===== src/rtl/cp0_exc_unit_pkg.sv =====
// ---------------------------------------------------------------------------
// cp0_exc_unit_pkg
//   Constants and helpers shared by CP0 and the per-stage exception
//   generators: ExcCode values, CP0 register numbers, SR/Cause bit
//   positions and the packed register images returned by mfc0.
// ---------------------------------------------------------------------------
package cp0_exc_unit_pkg;

    // ExcCode values carried down the D/E/M exception chain.
    // EXC_NONE marks "no exception pending" for the instruction.
    typedef enum logic [4:0] {
        EXC_INT  = 5'd0,
        EXC_ADEL = 5'd4,
        EXC_ADES = 5'd5,
        EXC_RI   = 5'd10,
        EXC_OV   = 5'd12,
        EXC_NONE = 5'd31
    } exc_code_e;

    // CP0 register numbers (rd field of mfc0/mtc0)
    localparam logic [4:0] CP0_SR    = 5'd12;
    localparam logic [4:0] CP0_CAUSE = 5'd13;
    localparam logic [4:0] CP0_EPC   = 5'd14;
    localparam logic [4:0] CP0_PRID  = 5'd15;

    // SR bit positions
    localparam int SR_IE      = 0;
    localparam int SR_EXL     = 1;
    localparam int SR_IM_LO   = 10;
    localparam int SR_IM_HI   = 15;

    // Cause bit positions
    localparam int CAUSE_EXC_LO = 2;
    localparam int CAUSE_EXC_HI = 6;
    localparam int CAUSE_IP_LO  = 10;
    localparam int CAUSE_IP_HI  = 15;
    localparam int CAUSE_BD     = 31;

    // Only the implemented fields are stored; everything else reads 0.
    typedef struct packed {
        logic [5:0] im;
        logic       exl;
        logic       ie;
    } sr_t;

    typedef struct packed {
        logic       bd;
        logic [5:0] ip;
        logic [4:0] exc;
    } cause_t;

    function automatic logic [31:0] sr_image(input sr_t s);
        logic [31:0] w;
        w                    = '0;
        w[SR_IM_HI:SR_IM_LO] = s.im;
        w[SR_EXL]            = s.exl;
        w[SR_IE]             = s.ie;
        return w;
    endfunction

    function automatic logic [31:0] cause_image(input cause_t c);
        logic [31:0] w;
        w                            = '0;
        w[CAUSE_BD]                  = c.bd;
        w[CAUSE_IP_HI:CAUSE_IP_LO]   = c.ip;
        w[CAUSE_EXC_HI:CAUSE_EXC_LO] = c.exc;
        return w;
    endfunction

endpackage


===== src/rtl/cp0_int_sync.sv =====
// ---------------------------------------------------------------------------
// cp0_int_sync
//   STAGES-deep flop chain that brings the asynchronous hardware interrupt
//   lines into the core clock domain.
// Ports
//   clk    in   rising-edge clock
//   rst_n  in   asynchronous, active-low reset (chain clears to 0)
//   i_d    in   W asynchronous input lines
//   o_q    out  W synchronised lines (last stage of the chain)
// ---------------------------------------------------------------------------
module cp0_int_sync #(
    parameter int STAGES = 2,
    parameter int W      = 6
) (
    input  logic         clk,
    input  logic         rst_n,
    input  logic [W-1:0] i_d,
    output logic [W-1:0] o_q
);

    logic [W-1:0] r_chain [STAGES];

    always_ff @(posedge clk or negedge rst_n) begin
        if (!rst_n) begin
            for (int i = 0; i < STAGES; i++) begin
                r_chain[i] <= '0;
            end
        end else begin
            r_chain[0] <= i_d;
            for (int i = 1; i < STAGES; i++) begin
                r_chain[i] <= r_chain[i-1];
            end
        end
    end

    assign o_q = r_chain[STAGES-1];

endmodule


===== src/rtl/cp0_exc_unit.sv =====
// ---------------------------------------------------------------------------
// cp0_exc_unit
//   Coprocessor 0 for the pipelined MIPS core, located at the M stage.
//   Holds SR/Cause/EPC/PRId, synchronises external interrupts, decides
//   whether to trap this cycle, supplies the handler PC and the eret target,
//   and serves mfc0/mtc0.
// Ports
//   clk         in   rising-edge clock
//   reset       in   asynchronous, active-low reset
//   pc_m        in   32  PC of the M-stage instruction
//   exccode_m   in   5   ExcCode of the M-stage instruction (EXC_NONE = none)
//   bd_m        in   1   M-stage instruction is in a branch delay slot
//   hwint       in   6   asynchronous external interrupt lines
//   cp0_we      in   1   mtc0 in M
//   cp0_addr    in   5   CP0 register number for mtc0/mfc0
//   cp0_din     in   32  mtc0 write data
//   eret_m      in   1   eret in M
//   cp0_dout    out  32  mfc0 read data (combinational, pre-edge values)
//   exc_take    out  1   trap this cycle (combinational)
//   handler_pc  out  32  trap vector
//   epc_out     out  32  eret target
// ---------------------------------------------------------------------------
module cp0_exc_unit
    import cp0_exc_unit_pkg::*;
#(
    parameter logic [31:0] PRID        = 32'h4D49_5053,
    parameter logic [31:0] HANDLER_PC  = 32'h0000_4180,
    parameter int          SYNC_STAGES = 2
) (
    input  logic        clk,
    input  logic        reset,
    input  logic [31:0] pc_m,
    input  logic [4:0]  exccode_m,
    input  logic        bd_m,
    input  logic [5:0]  hwint,
    input  logic        cp0_we,
    input  logic [4:0]  cp0_addr,
    input  logic [31:0] cp0_din,
    input  logic        eret_m,
    output logic [31:0] cp0_dout,
    output logic        exc_take,
    output logic [31:0] handler_pc,
    output logic [31:0] epc_out
);

    sr_t         r_sr;
    cause_t      r_cause;
    logic [31:0] r_epc;

    logic [5:0]  w_hw_s;
    logic        w_int_req;
    logic        w_exc_req;
    logic        w_take;
    logic        w_wr_sr;
    logic        w_wr_epc;

    cp0_int_sync #(
        .STAGES (SYNC_STAGES),
        .W      (6)
    ) u_int_sync (
        .clk   (clk),
        .rst_n (reset),
        .i_d   (hwint),
        .o_q   (w_hw_s)
    );

    // Trap decision uses registered SR only, so it is stable for the whole
    // cycle. EXL masks both sources: nested traps are not supported.
    assign w_int_req = (|(w_hw_s & r_sr.im)) & r_sr.ie & ~r_sr.exl;
    assign w_exc_req = (exccode_m != EXC_NONE) & ~r_sr.exl;
    assign w_take    = w_int_req | w_exc_req;

    // Gated by reset so a trap request disappears the moment reset asserts,
    // even while an exception code is still presented by the pipeline.
    assign exc_take   = reset & w_take;
    assign handler_pc = HANDLER_PC;

    assign w_wr_sr  = cp0_we & (cp0_addr == CP0_SR);
    assign w_wr_epc = cp0_we & (cp0_addr == CP0_EPC);

    // eret reading an EPC that the same M-stage mtc0 is writing sees the
    // new value, not the stale register.
    assign epc_out = (eret_m & w_wr_epc) ? cp0_din : r_epc;

    always_ff @(posedge clk or negedge reset) begin
        if (!reset) begin
            r_sr    <= '0;
            r_cause <= '0;
            r_epc   <= '0;
        end else begin
            // IP mirrors the synchronised lines every cycle, trap or not.
            r_cause.ip <= w_hw_s;
            if (w_take) begin
                // Trapping instruction is flushed: coincident eret/mtc0 dropped.
                r_sr.exl    <= 1'b1;
                r_cause.exc <= w_int_req ? EXC_INT : exccode_m;
                r_cause.bd  <= bd_m;
                r_epc       <= bd_m ? (pc_m - 32'd4) : pc_m;
            end else begin
                if (w_wr_sr) begin
                    r_sr.im  <= cp0_din[SR_IM_HI:SR_IM_LO];
                    r_sr.exl <= cp0_din[SR_EXL];
                    r_sr.ie  <= cp0_din[SR_IE];
                end
                // eret outranks mtc0 on EXL: this later assignment wins.
                if (eret_m) begin
                    r_sr.exl <= 1'b0;
                end
                if (w_wr_epc) begin
                    r_epc <= cp0_din;
                end
            end
        end
    end

    always_comb begin
        cp0_dout = '0;
        case (cp0_addr)
            CP0_SR:    cp0_dout = sr_image(r_sr);
            CP0_CAUSE: cp0_dout = cause_image(r_cause);
            CP0_EPC:   cp0_dout = r_epc;
            CP0_PRID:  cp0_dout = PRID;
            default:   cp0_dout = '0;
        endcase
    end

endmodule


===== config.mk =====
export PLATFORM = sky130hd
export DESIGN_NAME = cp0_exc_unit
export DESIGN_NICKNAME = d
export VERILOG_FILES = /design/src/rtl/cp0_exc_unit_pkg.sv /design/src/rtl/cp0_int_sync.sv /design/src/rtl/cp0_exc_unit.sv
export SDC_FILE = /design/constraint.sdc
export NUM_CORES = 1
export LEC_CHECK = 0
export BUFFER_PORTS_ARGS = -buffer_cell sky130_fd_sc_hd__buf_2
export CORE_UTILIZATION = 30
export DETAILED_ROUTE_END_ITERATION = 6
export GPL_TIMING_DRIVEN = 0
export REMOVE_ABC_BUFFERS = 1
export SYNTH_ARGS = -nofsm -noshare
export SYNTH_HDL_FRONTEND = slang
export SYNTH_SLANG_ARGS = --single-unit

===== constraint.sdc =====
create_clock -name clk -period 1.98 [get_ports clk]
set_clock_uncertainty 0.2 [all_clocks]
set_input_delay 0.297 -clock clk [delete_from_list [all_inputs] [get_ports clk]]
set_output_delay 0.297 -clock clk [all_outputs]
set_load 0.1 [all_outputs]

==> results.tsv <==
stage	metric	value	unit
global_routing	grt_max_degree	66	
timing	final_max_slew_viol_count	0	
die	num_rows	43	
route	wl	15180	µm
timing	maxSlewHeadroom	41.67	%
die	ios	182	
clock_network	h-tree-depth	3	
setup_path	start_kind	flip-flop	
logic_synthesis	post-synth-top-area-fraction	37.83	%
logic_synthesis	ys_ff_latch	64	
logic_synthesis	seq_area_frac_synth	37.83	%
global_routing	grt_pass1_vias	4102	
logic_synthesis	yosysWarnings	0	
clock_network	clock_sinks	64	
route	via_count	4013	
job	maxCapViolCount	0	
logic_synthesis	synthArstFlopShare	100.0	%
finish	syn2layout_area_growth	59.69	%
logic_synthesis	synth_flop_cell	dfrtp_1	
logic_synthesis	synthCells	437	
clock_network	cts_made_buffers	9	
setup_path	arrival	1.78	ns
power_and_ir_drop	power_density	1617	nW/µm²
global_routing	grt_overflow	0	
clock_network	clock-root-buffer	clkbuf_16	
finish	nFillCells	1258	
logic_synthesis	synth_edf_count	0	
route	drc_errors	0	
die	die_area	14590	µm²
placement	finalWeightedCongestion	0.7765	
timing	final.setup.tns	-8.271	ns
placement	dpl.hpwl	8801	µm
finish	final_cell_count_no_fill	810	
finish	antennaDiodeCount	0	
logic_synthesis	yosys-top-cells-count	dfrtp_1, mux2i_1, nor2_1, nand2_1, mux2_2	
logic_synthesis	synth_area_leaders	dfrtp_1, mux2_2, mux2i_1, buf_4, nor2_1	
die	coreArea	13830	µm²
finish	regArea	1602	µm²
clock_network	cts_tree	done	
global_routing	grt_use_total	21.70	%
route	viasPerCell	4.954	
placement	dp_slack	-1.836	ns
route	dr.pass1.iters	6	
power_and_ir_drop	peakVddDrop	0.001255	V
route	postRouteAntennaNets	0	
global_routing	grt_first_pass_wirelength	23230	µm
clock_network	ctsHoldBuffers	6	
worst_hold_path	hold_path.class	primary input to async pin	
setup_path	crit_type	flip-flop to output pin	
logic_synthesis	synth_cell_types	43	
route	drtIter0Drc	222	
timing	tightest_slew	0.8750	ns
timing	finalHoldViolations	64	
timing	rsz0062_at_grt	yes	
timing	timing.final.setup_violations	68	
outcome	status	finished, violations left	
die	die_x	120.8	µm
die	die_h	120.8	µm
outcome	violations	hold timing, setup timing	
power_and_ir_drop	p_leak	3.140	nW
logic_synthesis	yosysTopAreaCell	dfrtp_1	
placement	io_buffers	149	
die	initial_core_util	30.62	%
timing	min_period	2.275	ns
logic_synthesis	netlist_area	4234	µm²
setup_path	cp_max_fo	2	
timing	whs	-0.1257	ns
timing	worst_slack	-0.2948	ns
route	wl_per_cell	18.74	µm
timing	fmax	0.4396	GHz
global_routing	antenna_found_initial	0	
clock_network	clock_path_buffers	2	
timing	timing.final.crit_share	114.9	%
placement	dp.cells	744	
finish	drive_gt1_share	44.60	%
setup_path	required	1.48	ns
logic_synthesis	syn_avg_cell_area	9.689	µm²
finish	multi_input_area	2711	µm²
setup_path	end_kind	output pin	
clock_network	clkSlewWorstSetupHoldPaths	0.06	ns
logic_synthesis	yosysMostFrequentCell	dfrtp_1	
clock_network	clock_latency	0.34	ns
finish	nets	711	
[routing by layer]
| metal | global-route usage [%] | part of all wire, % | up-vias | routed length [µm] |
|---|---|---|---|---|
| met5 | 0 | 0 | - | 0 |
| met4 | 7.793 | 1.4 | 0 | 214 |
| met3 | 6.557 | 7.4 | 20 | 1123 |
| met2 | 35.20 | 48 | 190 | 7287 |
| met1 | 27.13 | 43 | 1946 | 6558 |
| li1 | - | - | 1857 | - |
[worst max-delay path, stage by stage (launching register included)]
cell and delay [ns]:
dfrtp_1 0.39, a22oi_2 0.26, nand4_1 0.21, a21oi_4 0.24
buf_12 0.14, nor2b_4 0.04, buf_12 0.16
[power breakdown]
group	total, mW	internal, mW	switching, mW
registers	2.15	1.78	0.375
logic	7.08	2.67	4.40
clock network	1.70	1.10	0.600
[registers in the layout, summed over array words and instances (netlist names)]
register and count:
r_epc 32, r_cause 12, u_int_sync.o_q 6, u_int_sync.r_chain 6, r_sr 8
[area by class of cell]
class,count,area share (%)
Clock buffer,11,3.442
Clock inverter,5,1.203
Inverter,3,0.1665
Multi-Input combinational cell,349,40.10
Sequential cell,64,23.69
Tap cell,180,3.331
Timing Repair Buffer,198,28.07
[logic make-up (layout without fill, tap and decap cells)]
| logic type | count (synthesis) | in the layout | synth area share (%) |
|---|---|---|---|
| multiplexers | 85 | 85 | 21.28 |
| adder cells (fa/ha/maj) | 1 | 1 | 0.2955 |
| flip-flops | 64 | 64 | 37.83 |
| AO/OA/AOI/OAI | 46 | 47 | 6.826 |
| buffers and inverters | 58 | 217 | 8.392 |
| AND/OR/NAND/NOR | 154 | 157 | 19.62 |
| XOR/XNOR | 27 | 27 | 5.585 |
| other | 2 | 32 | 0.1774 |
[cell usage in the layout (no fill, tap or decap), types with 4 or more instances in the layout]
master | synthesis | layout
dlygate4sd3_1 | 0 | 6
o21ai_0 | 11 | 10
buf_4 | 32 | 44
xnor2_1 | 12 | 12
dfrtp_1 | 64 | 64
clkbuf_16 | 0 | 9
mux2i_1 | 45 | 44
nand2_8 | 0 | 4
a31oi_1 | 11 | 11
nand2_1 | 44 | 41
buf_12 | 0 | 32
conb_1 | 2 | 32
a21oi_1 | 10 | 9
buf_2 | 8 | 84
or3_1 | 8 | 8
nor3_1 | 8 | 6
nand4_1 | 4 | 4
nand3_1 | 6 | 6
a22oi_1 | 7 | 5
mux2_4 | 0 | 30
and3_1 | 12 | 11
buf_16 | 0 | 4
nor2_1 | 45 | 43
nor2b_1 | 7 | 4
mux2_2 | 40 | 10
buf_6 | 1 | 27
xor2_1 | 15 | 15
[stage by stage]
stage               utilization (%)  area, µm²  total power, mW
CTS                           48.80       6748            10.95
global route                  48.90       6761            11.37
finish                        48.90       6761            10.93
global placement              35.97       4974            7.082
detailed placement            36.49       5045            7.138
floorplan                         -       4003            6.295
[repair_timing]
action | CTS | global route
setup buffers | 36 | 5
pin swaps | 11 | 7
setup endpoints to repair | 110 | 91
cloned | 8 | 0
resized for setup | 226 | 11
endpoints found under the hold margin | 70 | 64
[final timing paths]
check,slack (ns),from,endpoint,depth (start not counted)
setup reg to reg,-0.20,r_sr[2]$_DFFE_PN0P_,r_epc[16]$_DFFE_PN0P_,9
hold reg to reg,0.14,u_int_sync.r_chain[10]$_DFF_PN0_,u_int_sync.o_q[4]$_DFF_PN0_,0
hold / removal,-0.13,reset,r_epc[3]$_DFFE_PN0P_,1
min in group clk,0.02,cp0_din[7],r_epc[7]$_DFFE_PN0P_,3
setup / recovery,-0.29,r_sr[2]$_DFFE_PN0P_,exc_take,6
max in group asynchronous,1.13,reset,u_int_sync.o_q[0]$_DFF_PN0_,1
No activity file was read; power rests on OpenSTA's default activity.
